<file path="src/rtl/csb_master_arb_pkg.sv">
// Shared types and constants for the two-master CSB arbiter.
package csb_master_arb_pkg;

  localparam int unsigned CSB_AW   = 16;
  localparam int unsigned CSB_DW   = 32;
  localparam int unsigned TO_CNT_W = 16;

  localparam logic [CSB_DW-1:0] TIMEOUT_RDATA = 32'hDEAD_0BAD;

  typedef enum logic [1:0] {
    IDLE     = 2'd0,
    REQ      = 2'd1,
    WAIT_RSP = 2'd2
  } arb_state_e;

  typedef struct packed {
    logic [CSB_AW-1:0] addr;
    logic [CSB_DW-1:0] wdat;
    logic              write;
    logic              nposted;
  } csb_req_t;

  // Posted writes complete on the request handshake and expect no response.
  function automatic logic is_posted(csb_req_t r);
    return r.write & ~r.nposted;
  endfunction

endpackage

</file>
<file path="src/rtl/csb_master_arb_if.sv">
// Bus bundle: two master request/response ports plus the shared CSB port.
interface csb_master_arb_if;
  import csb_master_arb_pkg::*;

  logic              m0_valid;
  logic              m0_ready;
  logic [CSB_AW-1:0] m0_addr;
  logic [CSB_DW-1:0] m0_wdat;
  logic              m0_write;
  logic              m0_nposted;
  logic              m0_rvalid;
  logic [CSB_DW-1:0] m0_rdata;

  logic              m1_valid;
  logic              m1_ready;
  logic [CSB_AW-1:0] m1_addr;
  logic [CSB_DW-1:0] m1_wdat;
  logic              m1_write;
  logic              m1_nposted;
  logic              m1_rvalid;
  logic [CSB_DW-1:0] m1_rdata;

  logic              csb2nvdla_valid;
  logic              csb2nvdla_ready;
  logic [CSB_AW-1:0] csb2nvdla_addr;
  logic [CSB_DW-1:0] csb2nvdla_wdat;
  logic              csb2nvdla_write;
  logic              csb2nvdla_nposted;

  logic              nvdla2csb_valid;
  logic [CSB_DW-1:0] nvdla2csb_data;

  logic              arb_timeout;

  // Arbiter side.
  modport slave (
    input  m0_valid, m0_addr, m0_wdat, m0_write, m0_nposted,
    output m0_ready, m0_rvalid, m0_rdata,
    input  m1_valid, m1_addr, m1_wdat, m1_write, m1_nposted,
    output m1_ready, m1_rvalid, m1_rdata,
    output csb2nvdla_valid, csb2nvdla_addr, csb2nvdla_wdat, csb2nvdla_write, csb2nvdla_nposted,
    input  csb2nvdla_ready,
    input  nvdla2csb_valid, nvdla2csb_data,
    output arb_timeout
  );

  // Environment side (masters and CSB target).
  modport master (
    output m0_valid, m0_addr, m0_wdat, m0_write, m0_nposted,
    input  m0_ready, m0_rvalid, m0_rdata,
    output m1_valid, m1_addr, m1_wdat, m1_write, m1_nposted,
    input  m1_ready, m1_rvalid, m1_rdata,
    input  csb2nvdla_valid, csb2nvdla_addr, csb2nvdla_wdat, csb2nvdla_write, csb2nvdla_nposted,
    output csb2nvdla_ready,
    output nvdla2csb_valid, nvdla2csb_data,
    input  arb_timeout
  );

endinterface

</file>
<file path="src/rtl/csb_master_arb_rr_arb2.sv">
// Two-way round-robin grant; pointer holds the last granted index.
module csb_rr_arb2 (
  input  logic       clk,
  input  logic       rst,
  input  logic [1:0] req_i,
  input  logic       accept_i,
  output logic [1:0] gnt_c_o,
  output logic       gnt_idx_c_o
);

  logic last_q, last_d;

  always_comb begin
    gnt_c_o     = 2'b00;
    gnt_idx_c_o = 1'b0;
    if (req_i == 2'b11) begin
      gnt_idx_c_o = ~last_q;
    end else begin
      gnt_idx_c_o = req_i[1];
    end
    if (req_i != 2'b00) begin
      gnt_c_o = gnt_idx_c_o ? 2'b10 : 2'b01;
    end
    last_d = accept_i ? gnt_idx_c_o : last_q;
  end

  // Reset to 1 so master 0 wins the first contested grant.
  always_ff @(posedge clk or posedge rst) begin
    if (rst) begin
      last_q <= 1'b1;
    end else begin
      last_q <= last_d;
    end
  end

endmodule

</file>
<file path="src/rtl/csb_master_arb.sv">
// Two-master CSB arbiter, one outstanding transaction.
// Optional response timeout enabled by CSB_MASTER_ARB_TIMEOUT_EN.
module csb_master_arb
  import csb_master_arb_pkg::*;
#(
  parameter int unsigned TIMEOUT_CYCLES = 1024
) (
  input logic             pclk,
  input logic             prst,
  csb_master_arb_if.slave bus
);

  arb_state_e state_q, state_d;
  csb_req_t   req_q, req_d;
  csb_req_t   m0_req_c, m1_req_c;
  logic       owner_q, owner_d;
  logic       hold_q, hold_d;
  logic [1:0] gnt_c;
  logic       gnt_idx_c;
  logic       accept_c;
  logic       rsp_c;
  logic       timeout_c;
  logic       rvalid_c;
  logic [CSB_DW-1:0] rdata_c;

  if (TIMEOUT_CYCLES < 2 || TIMEOUT_CYCLES > 65535) begin : g_bad_timeout
    $error("csb_master_arb: TIMEOUT_CYCLES must be in 2..65535");
  end

  assign m0_req_c = '{addr: bus.m0_addr, wdat: bus.m0_wdat,
                      write: bus.m0_write, nposted: bus.m0_nposted};
  assign m1_req_c = '{addr: bus.m1_addr, wdat: bus.m1_wdat,
                      write: bus.m1_write, nposted: bus.m1_nposted};

  // hold_q blocks acceptance in the first IDLE cycle after a transaction ends.
  assign accept_c = !prst && (state_q == IDLE) && !hold_q && (bus.m0_valid || bus.m1_valid);
  assign rsp_c    = (state_q == WAIT_RSP) && bus.nvdla2csb_valid;

  csb_rr_arb2 u_rr (
    .clk        (pclk),
    .rst        (prst),
    .req_i      ({bus.m1_valid, bus.m0_valid}),
    .accept_i   (accept_c),
    .gnt_c_o    (gnt_c),
    .gnt_idx_c_o(gnt_idx_c)
  );

`ifdef CSB_MASTER_ARB_TIMEOUT_EN
  localparam logic [TO_CNT_W-1:0] TO_LAST = TO_CNT_W'(TIMEOUT_CYCLES - 1);

  logic [TO_CNT_W-1:0] to_cnt_q, to_cnt_d;

  // Counter sits at zero outside WAIT_RSP, so it starts cleared on entry.
  assign to_cnt_d  = (state_q == WAIT_RSP) ? to_cnt_q + TO_CNT_W'(1) : '0;
  assign timeout_c = (state_q == WAIT_RSP) && !bus.nvdla2csb_valid && (to_cnt_q == TO_LAST);

  always_ff @(posedge pclk or posedge prst) begin
    if (prst) begin
      to_cnt_q <= '0;
    end else begin
      to_cnt_q <= to_cnt_d;
    end
  end
`else
  assign timeout_c = 1'b0;
`endif

  always_comb begin
    state_d = state_q;
    req_d   = req_q;
    owner_d = owner_q;
    unique case (state_q)
      IDLE: begin
        if (accept_c) begin
          state_d = REQ;
          owner_d = gnt_idx_c;
          req_d   = gnt_idx_c ? m1_req_c : m0_req_c;
        end
      end
      REQ: begin
        if (bus.csb2nvdla_ready) begin
          state_d = is_posted(req_q) ? IDLE : WAIT_RSP;
        end
      end
      WAIT_RSP: begin
        if (rsp_c || timeout_c) begin
          state_d = IDLE;
        end
      end
      default: state_d = IDLE;
    endcase
    hold_d = (state_q != IDLE) && (state_d == IDLE);
  end

  always_ff @(posedge pclk or posedge prst) begin
    if (prst) begin
      state_q <= IDLE;
      req_q   <= '0;
      owner_q <= 1'b0;
      hold_q  <= 1'b0;
    end else begin
      state_q <= state_d;
      req_q   <= req_d;
      owner_q <= owner_d;
      hold_q  <= hold_d;
    end
  end

  // Real response takes priority over the timeout filler data.
  always_comb begin
    rvalid_c = rsp_c || timeout_c;
    rdata_c  = '0;
    if (rsp_c) begin
      rdata_c = bus.nvdla2csb_data;
    end else if (timeout_c) begin
      rdata_c = TIMEOUT_RDATA;
    end

    bus.m0_ready  = accept_c && gnt_c[0];
    bus.m1_ready  = accept_c && gnt_c[1];
    bus.m0_rvalid = rvalid_c && !owner_q;
    bus.m1_rvalid = rvalid_c && owner_q;
    bus.m0_rdata  = bus.m0_rvalid ? rdata_c : '0;
    bus.m1_rdata  = bus.m1_rvalid ? rdata_c : '0;

    bus.csb2nvdla_valid   = (state_q == REQ);
    bus.csb2nvdla_addr    = req_q.addr;
    bus.csb2nvdla_wdat    = req_q.wdat;
    bus.csb2nvdla_write   = req_q.write;
    bus.csb2nvdla_nposted = req_q.nposted;
    bus.arb_timeout       = timeout_c;
  end

endmodule

</file>
<file path="src/flat_wrapper.sv">
// flat-port wrapper written by rule: the top's interface ports become plain ports
module csb_master_arb_flat import csb_master_arb_pkg::*;
#(
  parameter int unsigned TIMEOUT_CYCLES = 1024
)
  (pclk, prst, bus_m0_valid, bus_m0_addr, bus_m0_wdat, bus_m0_write, bus_m0_nposted, bus_m0_ready, bus_m0_rvalid, bus_m0_rdata, bus_m1_valid, bus_m1_addr, bus_m1_wdat, bus_m1_write, bus_m1_nposted, bus_m1_ready, bus_m1_rvalid, bus_m1_rdata, bus_csb2nvdla_valid, bus_csb2nvdla_addr, bus_csb2nvdla_wdat, bus_csb2nvdla_write, bus_csb2nvdla_nposted, bus_csb2nvdla_ready, bus_nvdla2csb_valid, bus_nvdla2csb_data, bus_arb_timeout);
  csb_master_arb_if bus_i ();
  input logic pclk;
  input logic prst;
  input wire logic [$bits(bus_i.m0_valid)-1:0] bus_m0_valid;
  input wire logic [$bits(bus_i.m0_addr)-1:0] bus_m0_addr;
  input wire logic [$bits(bus_i.m0_wdat)-1:0] bus_m0_wdat;
  input wire logic [$bits(bus_i.m0_write)-1:0] bus_m0_write;
  input wire logic [$bits(bus_i.m0_nposted)-1:0] bus_m0_nposted;
  output wire logic [$bits(bus_i.m0_ready)-1:0] bus_m0_ready;
  output wire logic [$bits(bus_i.m0_rvalid)-1:0] bus_m0_rvalid;
  output wire logic [$bits(bus_i.m0_rdata)-1:0] bus_m0_rdata;
  input wire logic [$bits(bus_i.m1_valid)-1:0] bus_m1_valid;
  input wire logic [$bits(bus_i.m1_addr)-1:0] bus_m1_addr;
  input wire logic [$bits(bus_i.m1_wdat)-1:0] bus_m1_wdat;
  input wire logic [$bits(bus_i.m1_write)-1:0] bus_m1_write;
  input wire logic [$bits(bus_i.m1_nposted)-1:0] bus_m1_nposted;
  output wire logic [$bits(bus_i.m1_ready)-1:0] bus_m1_ready;
  output wire logic [$bits(bus_i.m1_rvalid)-1:0] bus_m1_rvalid;
  output wire logic [$bits(bus_i.m1_rdata)-1:0] bus_m1_rdata;
  output wire logic [$bits(bus_i.csb2nvdla_valid)-1:0] bus_csb2nvdla_valid;
  output wire logic [$bits(bus_i.csb2nvdla_addr)-1:0] bus_csb2nvdla_addr;
  output wire logic [$bits(bus_i.csb2nvdla_wdat)-1:0] bus_csb2nvdla_wdat;
  output wire logic [$bits(bus_i.csb2nvdla_write)-1:0] bus_csb2nvdla_write;
  output wire logic [$bits(bus_i.csb2nvdla_nposted)-1:0] bus_csb2nvdla_nposted;
  input wire logic [$bits(bus_i.csb2nvdla_ready)-1:0] bus_csb2nvdla_ready;
  input wire logic [$bits(bus_i.nvdla2csb_valid)-1:0] bus_nvdla2csb_valid;
  input wire logic [$bits(bus_i.nvdla2csb_data)-1:0] bus_nvdla2csb_data;
  output wire logic [$bits(bus_i.arb_timeout)-1:0] bus_arb_timeout;
  assign bus_i.m0_valid = bus_m0_valid;
  assign bus_i.m0_addr = bus_m0_addr;
  assign bus_i.m0_wdat = bus_m0_wdat;
  assign bus_i.m0_write = bus_m0_write;
  assign bus_i.m0_nposted = bus_m0_nposted;
  assign bus_m0_ready = bus_i.m0_ready;
  assign bus_m0_rvalid = bus_i.m0_rvalid;
  assign bus_m0_rdata = bus_i.m0_rdata;
  assign bus_i.m1_valid = bus_m1_valid;
  assign bus_i.m1_addr = bus_m1_addr;
  assign bus_i.m1_wdat = bus_m1_wdat;
  assign bus_i.m1_write = bus_m1_write;
  assign bus_i.m1_nposted = bus_m1_nposted;
  assign bus_m1_ready = bus_i.m1_ready;
  assign bus_m1_rvalid = bus_i.m1_rvalid;
  assign bus_m1_rdata = bus_i.m1_rdata;
  assign bus_csb2nvdla_valid = bus_i.csb2nvdla_valid;
  assign bus_csb2nvdla_addr = bus_i.csb2nvdla_addr;
  assign bus_csb2nvdla_wdat = bus_i.csb2nvdla_wdat;
  assign bus_csb2nvdla_write = bus_i.csb2nvdla_write;
  assign bus_csb2nvdla_nposted = bus_i.csb2nvdla_nposted;
  assign bus_i.csb2nvdla_ready = bus_csb2nvdla_ready;
  assign bus_i.nvdla2csb_valid = bus_nvdla2csb_valid;
  assign bus_i.nvdla2csb_data = bus_nvdla2csb_data;
  assign bus_arb_timeout = bus_i.arb_timeout;
  csb_master_arb #(.TIMEOUT_CYCLES(TIMEOUT_CYCLES)) u_core (.pclk(pclk), .prst(prst), .bus(bus_i));
endmodule
</file>
<file path="config.mk">
export PLATFORM = sky130hd
export DESIGN_NAME = csb_master_arb_flat
export DESIGN_NICKNAME = d
export VERILOG_FILES = /design/src/rtl/csb_master_arb_pkg.sv /design/src/rtl/csb_master_arb_if.sv /design/src/rtl/csb_master_arb_rr_arb2.sv /design/src/rtl/csb_master_arb.sv /design/src/flat_wrapper.sv
export SDC_FILE = /design/constraint.sdc
export NUM_CORES = 1
export LEC_CHECK = 0
export CORE_MARGIN = 2
export CORE_UTILIZATION = 29
export CTS_CLUSTER_DIAMETER = 50
export CTS_CLUSTER_SIZE = 30
export DETAILED_ROUTE_END_ITERATION = 6
export PLACE_DENSITY = 0.77
export SLEW_MARGIN = 20
export SYNTH_ARGS = -nofsm -noshare
export SYNTH_HDL_FRONTEND = slang
export SYNTH_SLANG_ARGS = --single-unit
export TNS_END_PERCENT = 20
</file>
<file path="constraint.sdc">
create_clock -name pclk -period 1.6 [get_ports pclk]
set_input_delay 0.32 -clock pclk [delete_from_list [all_inputs] [get_ports pclk]]
set_output_delay 0.32 -clock pclk [all_outputs]
set_load 0.03 [all_outputs]
</file>
---- After elaboration in Yosys (flattened, before gate mapping) ----
Index checks and enable logic that the tools add are counted.
word-level totals
  output and inout bits ................... 120
  logic and storage cells ................. 44
  bits of input ports ..................... 138
  register bits ........................... 55
cells by class
  eq/ne operators ......................... 3
  mux-type cells .......................... 12
  reduce and logical (&&, ||, !) cells .... 18
  bitwise logic cells ..................... 3
operator list
  operator              count
  $mux W32              3
  $mux W50              1
  $mux W2               6
  $logic_and A1 B1 Y1   9
  $pmux W2 S3           1
  $eq A2 B2 Y1 const B  2
  $logic_not A2 Y1      2
  $reduce_bool A2 Y1    2
  $logic_not A1 Y1      3
  $eq A2 B1 Y1 const B  1
  $not A1 Y1            2
  $reduce_and A2 Y1     1
  $and A1 B1 Y1         1
  $logic_or A1 B1 Y1    1
  $mux W1               1

---- Logic depth before layout (Yosys ltp) ----
Gate-level depths: netlist of run 1.
  word-level depth ........................ 8
  gate-level depth with buffers ........... 5

---- Hierarchy ----
Synthesis of run 1 repeated with hierarchy kept, for this count alone.
second synthesis, totals
  cells, all modules ...................... 262
  area, all modules ....................... 3410.8 um^2
by module, submodules not included
  module          area each (um^2)  times used  cells an instance  seq. area each (um^2)
  csb_master_arb  3335.7            1           255                1351.3
  csb_rr_arb2     75.1              1           7                  26.3

---- Worst setup path after synthesis of run 1 ----
OpenSTA, ideal clock, no wires.
  kind .................................... register -> output
  start point ............................. register u_core.state_q[0]
  end point ............................... output bus_m0_rdata[22]
  buffers on the path ..................... 1
  cell stages (with the launch flop) ...... 5
  data arrival time ....................... 1719 ps
  path slack .............................. -439 ps
  required time ........................... 1280 ps
  cells stage by stage .................... dfrtp_1 nand2b_1 nor3_1 clkbuf_1 and2_1
on the way
  longest elaborated chain between the ends .. 4
  elaborated cells between the ends (all ways) .. 5
ends and longest elaborated chain
  element                 RTL line               RTL
  start, declared         csb_master_arb.sv:13   arb_state_e state_q, state_d;
  start signal, assigned  csb_master_arb.sv:102  state_q <= state_d;
  $eq A2 B2 Y1            csb_master_arb.sv:37   assign rsp_c = (state_q == WAIT_RSP) && bus.nvdla2csb_valid;
  $logic_and A1 B1 Y1     csb_master_arb.sv:37
  $logic_and A1 B1 Y1     csb_master_arb.sv:121  bus.m0_rvalid = rvalid_c && !owner_q;
  via bus_m0_rvalid       flat_wrapper.sv:16     output wire logic [$bits(bus_i.m0_rvalid)-1:0] bus_m0_rvalid;
  $mux W32                csb_master_arb.sv:123  bus.m0_rdata = bus.m0_rvalid ? rdata_c : '0;
  end, declared           flat_wrapper.sv:17     output wire logic [$bits(bus_i.m0_rdata)-1:0] bus_m0_rdata;
The timed path passes the listed nets, and every way through them passes these cells.

---- Worst setup path in the final report of run 1 ----
  start point ............................. register u_core.state_q[0]
  end point ............................... output bus_m1_rdata[18]
on the way
  longest elaborated chain between the ends .. 4
  elaborated cells between the ends (all ways) .. 5
ends and longest elaborated chain
  element                                                 RTL line                                      RTL
  $eq A2 B2 Y1 (*)                                        csb_master_arb.sv:37
  $logic_and A1 B1 Y1 (*)                                 csb_master_arb.sv:37
  $mux W32 / $logic_and A1 B1 Y1 (equally long branches)  csb_master_arb.sv:113, csb_master_arb.sv:122
  $mux W32 (*)                                            csb_master_arb.sv:124                         bus.m1_rdata = bus.m1_rvalid ? rdata_c : '0;
  end, declared                                           flat_wrapper.sv:25                            output wire logic [$bits(bus_i.m1_rdata)-1:0] bus_m1_rdata;
Every way passes the cells marked *; elsewhere a longest branch is shown, timed or not.

==> impl_metrics.csv, run 1 <==
group,metric,value,unit
power_and_ir_drop,finalPower,9.24,mW
sta,hold_violations,0,
critical_path,endpoint,"bus_m1_rdata[18]",
outcome,violations,"setup timing",
grt,grt_antenna_before_repair,1,
grt,grt_pass1_wl,18.1,mm
power_and_ir_drop,vdd_drop_max,0.882,mV
critical_path,crit_path_end_kind,"primary output",
place,place.detailed.hpwl,9.14,mm
floorplan,start_util,0.297,
critical_path,r2r_setup_slack,-260,ps
grt,grt_max_degree,39,
clocking,cts.sinks,55,
sta,clock-skew-final,14.9,ps
drt,vias,3456,
power_and_ir_drop,power.internal,5.19,mW
critical_path,reg2reg_to,"u_core.bus.csb2nvdla_wdat[26]",
sta,layout_setup_ws,-353,ps
critical_path,cp_data_arrival_time,1630,ps
critical_path,crit_type,"register to primary output",
grt,first_global_vias,3531,
synthesis,ys_ff_latch,55,
place,port-buffer-count,256,
synthesis,yosysWarnings,0,
power_and_ir_drop,p_per_area,1420,nW/um^2
grt,grt_overflow_total,0,
drt,drt_pre_antenna_iters,4,
sta,rsz0062_at_grt,"yes",
clocking,root_buffer,"clkbuf_8",
floorplan,die-area,11300,um^2
sta,period_share,1.22,
clocking,clock_latency,320,ps
job,maxCapViolations,0,
critical_path,critPathLaunch,"u_core.state_q[0]",
power_and_ir_drop,p_sw,4.05,mW
critical_path,worst-r2r-cell-count,8,
power_and_ir_drop,swShare,0.439,
place,gp_congestion,0.868,
floorplan,ioPinCount,258,
drt,drtIter0Drc,137,
sta,finalSetupViolCount,120,
drt,drc_errors,0,
synthesis,netlist_area,3040,um^2
sta,slew_violations,0,
drt,wl,12.5,mm
drt,wl_per_cell,18.4,um
synthesis,syn_area_per_cell,10.8,um^2
layout,syn_to_final_growth,114,%
worst_hold_path,hold_path.class,"primary input to register",
grt,grt_usage,0.203,
synthesis,synth_cell_types,26,
layout,fin_nets,681,
layout,fill_cells,843,
power_and_ir_drop,seq_power_share,0.272,
critical_path,rr_startpoint,"u_core.state_q[0]",
critical_path,cp.required,1280,ps
synthesis,synth_nets,420,
synthesis,ys_seq_area_frac,0.454,
power_and_ir_drop,p_leak,2.68,nW
floorplan,rows,37,
clocking,tritoncts,"done",
floorplan,design.core.area,10200,um^2
sta,max_freq,0.512,GHz
critical_path,worstPathMaxFanout,8,
clocking,htreeDepth,2,
clocking,clk_pin_slew_worst_paths,110,ps
drt,ant_nets,0,
sta,fin_crit,1950,ps
power_and_ir_drop,comb_power_share,0.625,
clocking,cts_made_buffers,5,
drt,via_per_inst,5.07,
floorplan,die-height,106,um
floorplan,die_w,106,um
power_and_ir_drop,p_clk_frac,0.103,
clocking,cts.path.max_buffers,2,
critical_path,start_kind,"register",
clocking,postCtsHoldBufs,0,
layout,drive_gt1_frac,0.384,
sta,tns,-31670,ps
synthesis,netlist_instances,282,
outcome,run_status,"finished with violations",
cell usage in the layout (no fill, tap or decap), drive strengths merged, types with 2 or more instances in the layout:
cell type / netlist / final
clkdlybuf4s50: 0 / 136
buf: 8 / 100
and2: 64 / 64
dfrtp: 54 / 54
o32ai: 50 / 50
dlygate4sd2: 0 / 50
a2bb2oi: 50 / 50
clkbuf: 27 / 8
inv: 7 / 8
o21ai: 5 / 5
nor3: 2 / 2
nor2b: 2 / 2
nand3: 2 / 2
nand2b: 2 / 2
area by class of cell:
| type | count | area (um^2) | share of cell area |
|---|---|---|---|
| inverters | 7 | 26.3 | 0.00405 |
| clock inverters | 2 | 38.8 | 0.00598 |
| diodes | 1 | 2.50 | 0.000386 |
| clock buffers | 6 | 72.6 | 0.0112 |
| well taps | 136 | 170 | 0.0262 |
| flip-flops and latches | 55 | 1380 | 0.212 |
| multi-input cells | 185 | 1790 | 0.276 |
| repair buffers | 289 | 3010 | 0.464 |
critical path, cell delays in order, from the launching register on:
cell,delay (ps)
dfrtp_1,400
nand2b_4,180
nor3_4,160
buf_12,150
clkbuf_16,150
and2_1,130
buf_4,160
synthesized netlist by cell type:
master | number | share of area
dfrtp_1 | 54 | 0.44
nor2b_1 | 2 | 0.0041
buf_2 | 1 | 0.0016
o21ai_1 | 4 | 0.0066
o211a_1 | 1 | 0.0033
o32ai_1 | 50 | 0.14
nand3_1 | 2 | 0.0033
a2bb2oi_2 | 10 | 0.049
conb_1 | 1 | 0.0012
dfstp_2 | 1 | 0.0087
a2bb2oi_1 | 40 | 0.12
and2_1 | 64 | 0.13
a21bo_1 | 1 | 0.0033
clkbuf_1 | 27 | 0.033
inv_2 | 1 | 0.0012
o21ai_0 | 1 | 0.0016
nor4_4 | 1 | 0.0070
buf_1 | 1 | 0.0012
nand2b_1 | 2 | 0.0041
a21oi_1 | 1 | 0.0016
nor3_1 | 2 | 0.0033
a21o_1 | 1 | 0.0025
inv_1 | 6 | 0.0074
nand2_1 | 1 | 0.0012
o21a_1 | 1 | 0.0025
buf_4 | 6 | 0.015
repair_timing:
item / 4_1_cts / 5_1_grt
setup buffers: 4 / 4
endpoints found under the setup margin: 138 / 121
endpoints found under the hold margin: 0 / 0
resized for setup: 102 / 96
pin swaps: 5 / 25
gates cloned: 1 / 3
metal layers:
metal / global-route usage / vias to the layer above / part of all wire
met5: 0 / - / 0
met4: 0.0592 / 0 / 0.020
met3: 0.0619 / 16 / 0.081
met2: 0.393 / 165 / 0.55
met1: 0.207 / 1678 / 0.35
li1: - / 1597 / -
cells by family after synthesis:
| kind of cell | count (synthesis) | share of synthesized area |
|---|---|---|
| buffers and inverters | 42 | 0.0597 |
| DFF | 55 | 0.454 |
| AOI/OAI and AO/OA | 110 | 0.330 |
| other | 1 | 0.00123 |
| and+or+nand+nor | 74 | 0.155 |
registers in the layout (all words and copies together) (netlist names):
signal                        count
u_core.bus.csb2nvdla_wdat        32
u_core.bus.csb2nvdla_addr        16
u_core.state_q                    2
u_core.bus.csb2nvdla_nposted      1
u_core.bus.csb2nvdla_write        1
u_core.hold_q                     1
u_core.owner_q                    1
u_core.u_rr.last_q                1
power groups by stage:
| stage | Combinational [mW] | Clock, mW | Sequential, mW |
|---|---|---|---|
| 6_report | 5.78 | 0.951 | 2.51 |
| 5_1_grt | 6.08 | 1.03 | 2.60 |
| 4_1_cts | 5.36 | 0.982 | 2.47 |
| 3_5_place_dp | 5.57 | 0 | 2.49 |
| 3_3_place_gp | 5.49 | 0 | 2.47 |
| 2_1_floorplan | 2.01 | 0 | 3.64 |
metrics by stage:
stage               hold slack [ps]  instances   util  setup WS [ps]  instance area [um^2]
floorplan                       411        282      -          -76.1                  3090
global placement                497        662  0.565           -330                  5780
detailed placement              505        662  0.565           -365                  5780
CTS                             391        675  0.594           -359                  6080
global route                    399        681  0.634           -434                  6490
finish                          375        681  0.634           -353                  6490
worst min-delay path by stage:
stage,startpoint,to,cells after the start
6_report,bus_nvdla2csb_valid,u_core.state_q[1],3
5_1_grt,bus_nvdla2csb_valid,u_core.state_q[1],3
4_1_cts,prst,u_core.bus.csb2nvdla_wdat[23],3
3_5_place_dp,u_core.u_rr.last_q,u_core.u_rr.last_q,2
3_3_place_gp,u_core.u_rr.last_q,u_core.u_rr.last_q,2
2_1_floorplan,bus_csb2nvdla_ready,u_core.state_q[0],1
Note: power is estimated with default switching activity, not from simulation.
==> inputs of run 2 (changes only) <==
--- a/config.mk
+++ b/config.mk
@@ -6,11 +6,13 @@
 export NUM_CORES = 1
 export LEC_CHECK = 0
 export CORE_MARGIN = 2
-export CORE_UTILIZATION = 29
+export CORE_UTILIZATION = 30
+export CTS_BUF_LIST = sky130_fd_sc_hd__clkbuf_8
 export CTS_CLUSTER_DIAMETER = 50
 export CTS_CLUSTER_SIZE = 30
 export DETAILED_ROUTE_END_ITERATION = 6
-export PLACE_DENSITY = 0.77
+export MAX_ROUTING_LAYER = met4
+export PLACE_DENSITY = 0.79
 export SLEW_MARGIN = 20
 export SYNTH_ARGS = -nofsm -noshare
 export SYNTH_HDL_FRONTEND = slang
==> impl_metrics.csv, run 2 (synthesized netlist as in run 1, its figures left out) <==
group,metric,value,unit
layout,final_cell_mix,"clkdlybuf4s50_1, buf_6, dfrtp_1, o32ai_1, dlygate4sd2_1",
power_and_ir_drop,finalPower,8.99,mW
floorplan,die-area,10900,um^2
grt,met1_usage,0.251,
place,gp_congestion,0.895,
sta,finalSetupViolCount,105,
critical_path,reg2reg_to,"u_core.bus.csb2nvdla_wdat[17]",
drt,via_per_inst,5.14,
critical_path,worst-r2r-cell-count,5,
worst_hold_path,hp-start,"bus_nvdla2csb_valid",
layout,fill_cells,757,
layout,layout.cells.most_common,"clkdlybuf4s50_1",
layout,post-route-util,0.651,
clocking,clk_pin_slew_worst_paths,90,ps
clocking,cts_made_buffers,5,
place,port-buffer-count,256,
grt,first_global_vias,3656,
layout,regArea,1380,um^2
clocking,cts.path.max_buffers,2,
clocking,clock_latency,310,ps
grt,grt_overflow_total,0,
sta,slew_headroom,0.573,
floorplan,design.core.area,9820,um^2
drt,wl,13.1,mm
drt,drc_errors,0,
clocking,tritoncts,"done",
outcome,violations,"setup timing",
critical_path,crit_path_end_kind,"primary output",
job,maxCapViolations,0,
worst_hold_path,holdPathStages,3,
place,place_ws,-394,ps
sta,holdWs,369,ps
clocking,cts.sinks,55,
drt,drtIter0Drc,106,
grt,grt_antenna_before_repair,4,
critical_path,rr_startpoint,"u_core.state_q[1]",
sta,clock-skew-final,7.48,ps
critical_path,cp.required,1280,ps
layout,final_cells,680,
floorplan,start_util,0.309,
sta,max_freq,0.524,GHz
place,place.detailed.hpwl,9.39,mm
place,placedCellCount,660,
clocking,root_buffer,"clkbuf_8",
grt,grt_pass1_wl,19.8,mm
critical_path,crit_type,"register to primary output",
outcome,run_status,"finished with violations",
drt,vias,3496,
grt,grt_max_degree,56,
grt,use_met2,0.422,
power_and_ir_drop,p_leak,2.66,nW
sta,slew_violations,0,
critical_path,start_kind,"register",
layout,multiInputGateArea,1760,um^2
floorplan,die_w,105,um
critical_path,cp_data_arrival_time,1590,ps
layout,drive_gt1_frac,0.376,
layout,largest_register_ff_count,32,
critical_path,worstPathMaxFanout,16,
clocking,htreeDepth,2,
floorplan,rows,36,
grt,grt_use_met3,0.0430,
sta,layout_setup_ws,-309,ps
sta,hold_violations,0,
sta,tightest_slew,639,ps
grt,busiest_layer,"met2",
floorplan,ioPinCount,258,
drt,ant_nets,0,
layout,syn_to_final_growth,110,%
critical_path,r2r_setup_slack,-70,ps
sta,period_share,1.19,
sta,fin_crit,1910,ps
floorplan,die-height,105,um
drt,wl_per_cell,19.2,um
layout,fin_nets,680,
worst_hold_path,hold_path.class,"primary input to register",
grt,grt_usage,0.233,
worst_hold_path,worstHoldEndpoint,"u_core.state_q[1]",
power_and_ir_drop,p_per_area,1410,nW/um^2
power_and_ir_drop,vdd_drop_max,0.892,mV
sta,rsz0062_at_grt,"yes",
drt,drt_pre_antenna_iters,4,
clocking,postCtsHoldBufs,0,
==> run 2: cell types whose count changed in the layout (fill, tap and decap cells not counted), moves of 2 or more <==
cell and delta:
a2bb2oi_1 +4, a2bb2oi_2 -4, buf_4 +4, buf_6 -3, diode_2 +3, and2_2 +2
clkbuf_16 -2
==> run 2: what timing repair did <==
item,in CTS,in global routing
pin swaps,5,18
buffers inserted,7,1
cloned,3,0
gates resized for setup,118,70
endpoints found under the setup margin,143,119
==> run 2: worst max path at each step <==
stage               slack [ps]  cells past startpoint               from                      endpoint
global route              -400                      6  u_core.state_q[0]               bus_m0_rdata[5]
finish                    -310                      6  u_core.state_q[0]               bus_m0_rdata[5]
CTS                       -330                      6  u_core.state_q[0]              bus_m0_rdata[29]
global placement          -310                      5               prst                  bus_m0_ready
floorplan                  -80                      4  u_core.state_q[0]              bus_m1_rdata[14]
detailed placement        -390                      5       bus_m1_valid  u_core.bus.csb2nvdla_wdat[0]
==> run 2: routing by layer <==
metal | wire [um] | vias up
li1 | - | 1606
met4 | 435 | 0
met3 | 771 | 22
met1 | 5000 | 1691
met2 | 6840 | 177
met5 | 0 | -
==> run 2: worst max-delay path: stages, from the launching register on <==
cell and delay [ps]:
dfrtp_1 390, nand2b_4 170, nor3_4 140, buf_6 150, buf_16 140, and2_1 150
buf_6 140
==> run 2: final cells by class <==
type / count / area share
antenna: 4 / 0.00157
clock buffer: 5 / 0.0108
clock inverter: 3 / 0.00196
inverter: 7 / 0.00411
multi-input combinational: 185 / 0.275
sequential: 55 / 0.216
tap: 133 / 0.0260
timing repair buffer: 288 / 0.465
==> run 2: through the flow <==
step | area [um^2] | TNS, ps
3_3_place_gp | 5810 | -32800
3_5_place_dp | 5810 | -36190
2_1_floorplan | 3090 | -6780
4_1_cts | 6200 | -21790
6_report | 6390 | -19010
5_1_grt | 6390 | -28130
==> run 2: where the power goes <==
part           switching [mW]  internal (mW)  leakage, nW  total (mW)
Combinational            3.13           2.60         2.01        5.73
Sequential              0.458           2.06        0.601        2.52
Clock                   0.447          0.296       0.0505       0.743
Total                    4.03           4.96         2.66        8.99
==> inputs of run 3 (changes only) <==
==> constraint.sdc (replaced) <==
create_clock -name pclk -period 1.6 [get_ports pclk]
set_input_delay 0.32 -clock pclk [delete_from_list [all_inputs] [get_ports pclk]]
set_output_delay 0.32 -clock pclk [all_outputs]
set_load 0.005 [all_outputs]
==> impl_metrics.csv, run 3 (synthesized netlist as in run 1, its figures left out) <==
group,metric,value,unit
sta,hold_violations,0,
power_and_ir_drop,power.internal,5.47,mW
place,place_area,5990,um^2
power_and_ir_drop,comb_power_share,0.596,
drt,ant_nets,0,
worst_hold_path,hold_path.class,"primary input to register",
critical_path,cpPeakStageDelay,410,ps
clocking,tritoncts,"done",
critical_path,start_kind,"register",
power_and_ir_drop,seq_power_share,0.306,
job,maxCapViolations,0,
power_and_ir_drop,finalPower,8.13,mW
layout,largest_register_ff_count,32,
clocking,clock_latency,310,ps
power_and_ir_drop,vdd_drop_max,0.572,mV
clocking,htreeDepth,2,
layout,drive_gt1_frac,0.350,
critical_path,worstPathMaxFanout,6,
layout,final_cells,699,
sta,rsz0062_at_grt,"yes",
drt,via_per_inst,5.03,
critical_path,worst-r2r-cell-count,9,
drt,drt_pre_antenna_iters,4,
layout,syn_to_final_growth,110,%
worst_hold_path,hp-start,"bus_nvdla2csb_valid",
clocking,cts_made_buffers,5,
sta,holdWs,380,ps
clocking,clk_pin_slew_worst_paths,100,ps
critical_path,crit_type,"register to primary output",
critical_path,crit_chain,"nand2b_4 -> nor3_4 -> buf_6 -> buf_6 -> buf_6 -> and2_1 -> buf_2",
sta,period_share,1.22,
drt,drtIter0Drc,98,
layout,fin_nets,703,
critical_path,cp_data_arrival_time,1630,ps
critical_path,crit_buf_inv,4,
drt,drc_errors,0,
layout,layout.cells.most_common,"clkdlybuf4s50_1",
grt,first_global_vias,3876,
drt,vias,3514,
grt,grt_pass1_wl,19.5,mm
drt,wl,12.5,mm
sta,layout_setup_ws,-354,ps
floorplan,ioPinCount,258,
layout,num_antenna_cells,0,
grt,grt_max_degree,32,
grt,grt_antenna_before_repair,0,
outcome,run_status,"finished with violations",
critical_path,r2r_setup_slack,-310,ps
critical_path,cp_common_cell,"buf_6",
critical_path,crit_path_top_delay_cell,"dfrtp_1",
drt,met2_length,6.49,mm
grt,grt_overflow_total,0,
floorplan,die_w,105,um
critical_path,rr_startpoint,"u_core.state_q[0]",
floorplan,rows,36,
place,gp_congestion,0.843,
place,placedCellCount,668,
power_and_ir_drop,p_sw,2.67,mW
layout,final_cell_mix,"clkdlybuf4s50_1, dfrtp_1, o32ai_1, buf_6, buf_2",
outcome,violations,"setup timing",
layout,final_cell_area,6370,um^2
power_and_ir_drop,swShare,0.328,
place,place.detailed.hpwl,9.39,mm
clocking,root_buffer,"clkbuf_8",
drt,wl_met1,4.94,mm
floorplan,die-area,10900,um^2
power_and_ir_drop,p_leak,2.73,nW
sta,finalSetupViolCount,121,
critical_path,reg2reg_to,"u_core.bus.csb2nvdla_wdat[5]",
floorplan,start_util,0.309,
critical_path,crit_path_end_kind,"primary output",
sta,slew_violations,0,
critical_path,cp.required,1280,ps
layout,fill_cells,808,
sta,fin_crit,1950,ps
power_and_ir_drop,p_per_area,1280,nW/um^2
clocking,cts.path.max_buffers,2,
floorplan,die-height,105,um
drt,wl_per_cell,17.9,um
worst_hold_path,holdPathStages,3,
grt,grt_usage,0.226,
place,port-buffer-count,256,
sta,clock-skew-final,4.68,ps
drt,dr.max_layer_used,"met4",
sta,max_freq,0.512,GHz
worst_hold_path,worstHoldEndpoint,"u_core.state_q[1]",
clocking,cts.sinks,55,
critical_path,worst_path_dominant_cell_family,"simple AND/OR/NAND/NOR gates",
power_and_ir_drop,p_clk_frac,0.098,
floorplan,design.core.area,9820,um^2
drt,wl_met3,762,um
[run 3: changes by cell type in the layout (fill, tap and decap cells not counted), sizes merged]
| cell | previous run | this run |
|---|---|---|
| clkinvlp | 0 | 2 |
| diode | 4 | 0 |
| inv | 9 | 7 |
| dlymetal6s2s | 1 | 4 |
| dlygate4sd2 | 50 | 0 |
| buf | 101 | 124 |
| clkdlybuf4s50 | 136 | 183 |
[run 3: worst min-delay path: stages]
cell and delay [ps]:
dlymetal6s2s_1 130, buf_4 130, o21ai_0 70
[run 3: final cells by class]
| class | instances | area (um^2) | area share |
|---|---|---|---|
| inverters | 7 | 30.0 | 0.00471 |
| clock buffers | 5 | 68.8 | 0.0108 |
| multi-input cells | 185 | 1710 | 0.268 |
| repair buffers | 311 | 2990 | 0.470 |
| clock inverters | 3 | 23.8 | 0.00373 |
| well taps | 133 | 166 | 0.0261 |
| flip-flops and latches | 55 | 1380 | 0.216 |
[run 3: per-stage QoR]
stage	util	TNS [ps]	setup WS (ps)
finish	0.649	-32170	-354
global route	0.649	-41740	-437
CTS	0.634	-32350	-357
detailed placement	0.610	-79600	-773
global placement	0.610	-69890	-673
floorplan	-	-636	-35.3
[run 3: repair_timing]
action | CTS | global route
pin swaps | 46 | 3
gates resized for setup | 354 | 32
endpoints found under the hold margin | 0 | 0
gates cloned | 8 | 0
hold buffers | 0 | 0
setup buffers | 15 | 2
endpoints found under the setup margin | 121 | 124
[run 3: how the worst max path moves through the flow]
stage          slack, ps                 from          endpoint  depth (start not counted)
2_1_floorplan        -40    u_core.state_q[0]  bus_m0_rdata[22]                          4
3_3_place_gp        -670  bus_nvdla2csb_valid   bus_m0_rdata[0]                          6
3_5_place_dp        -770  bus_nvdla2csb_valid  bus_m0_rdata[27]                          6
6_report            -350    u_core.state_q[0]   bus_m0_rdata[3]                          7
5_1_grt             -440    u_core.state_q[0]   bus_m0_rdata[3]                          7
4_1_cts             -360    u_core.state_q[0]  bus_m0_rdata[27]                          7
[run 3: metal layers]
layer | GRT usage | vias up
li1 | - | 1650
met1 | 0.245 | 1680
met2 | 0.420 | 159
met3 | 0.0418 | 25
met4 | 0.0676 | 0
met5 | - | -
[run 3: power by group through the flow]
| stage | Clock (mW) | Sequential [mW] | Combinational [mW] |
|---|---|---|---|
| global route | 0.885 | 2.58 | 5.15 |
| CTS | 0.838 | 2.48 | 4.69 |
| global placement | 0 | 2.45 | 4.23 |
| detailed placement | 0 | 2.48 | 4.31 |
| finish | 0.794 | 2.49 | 4.85 |
| floorplan | 0 | 2.50 | 1.73 |
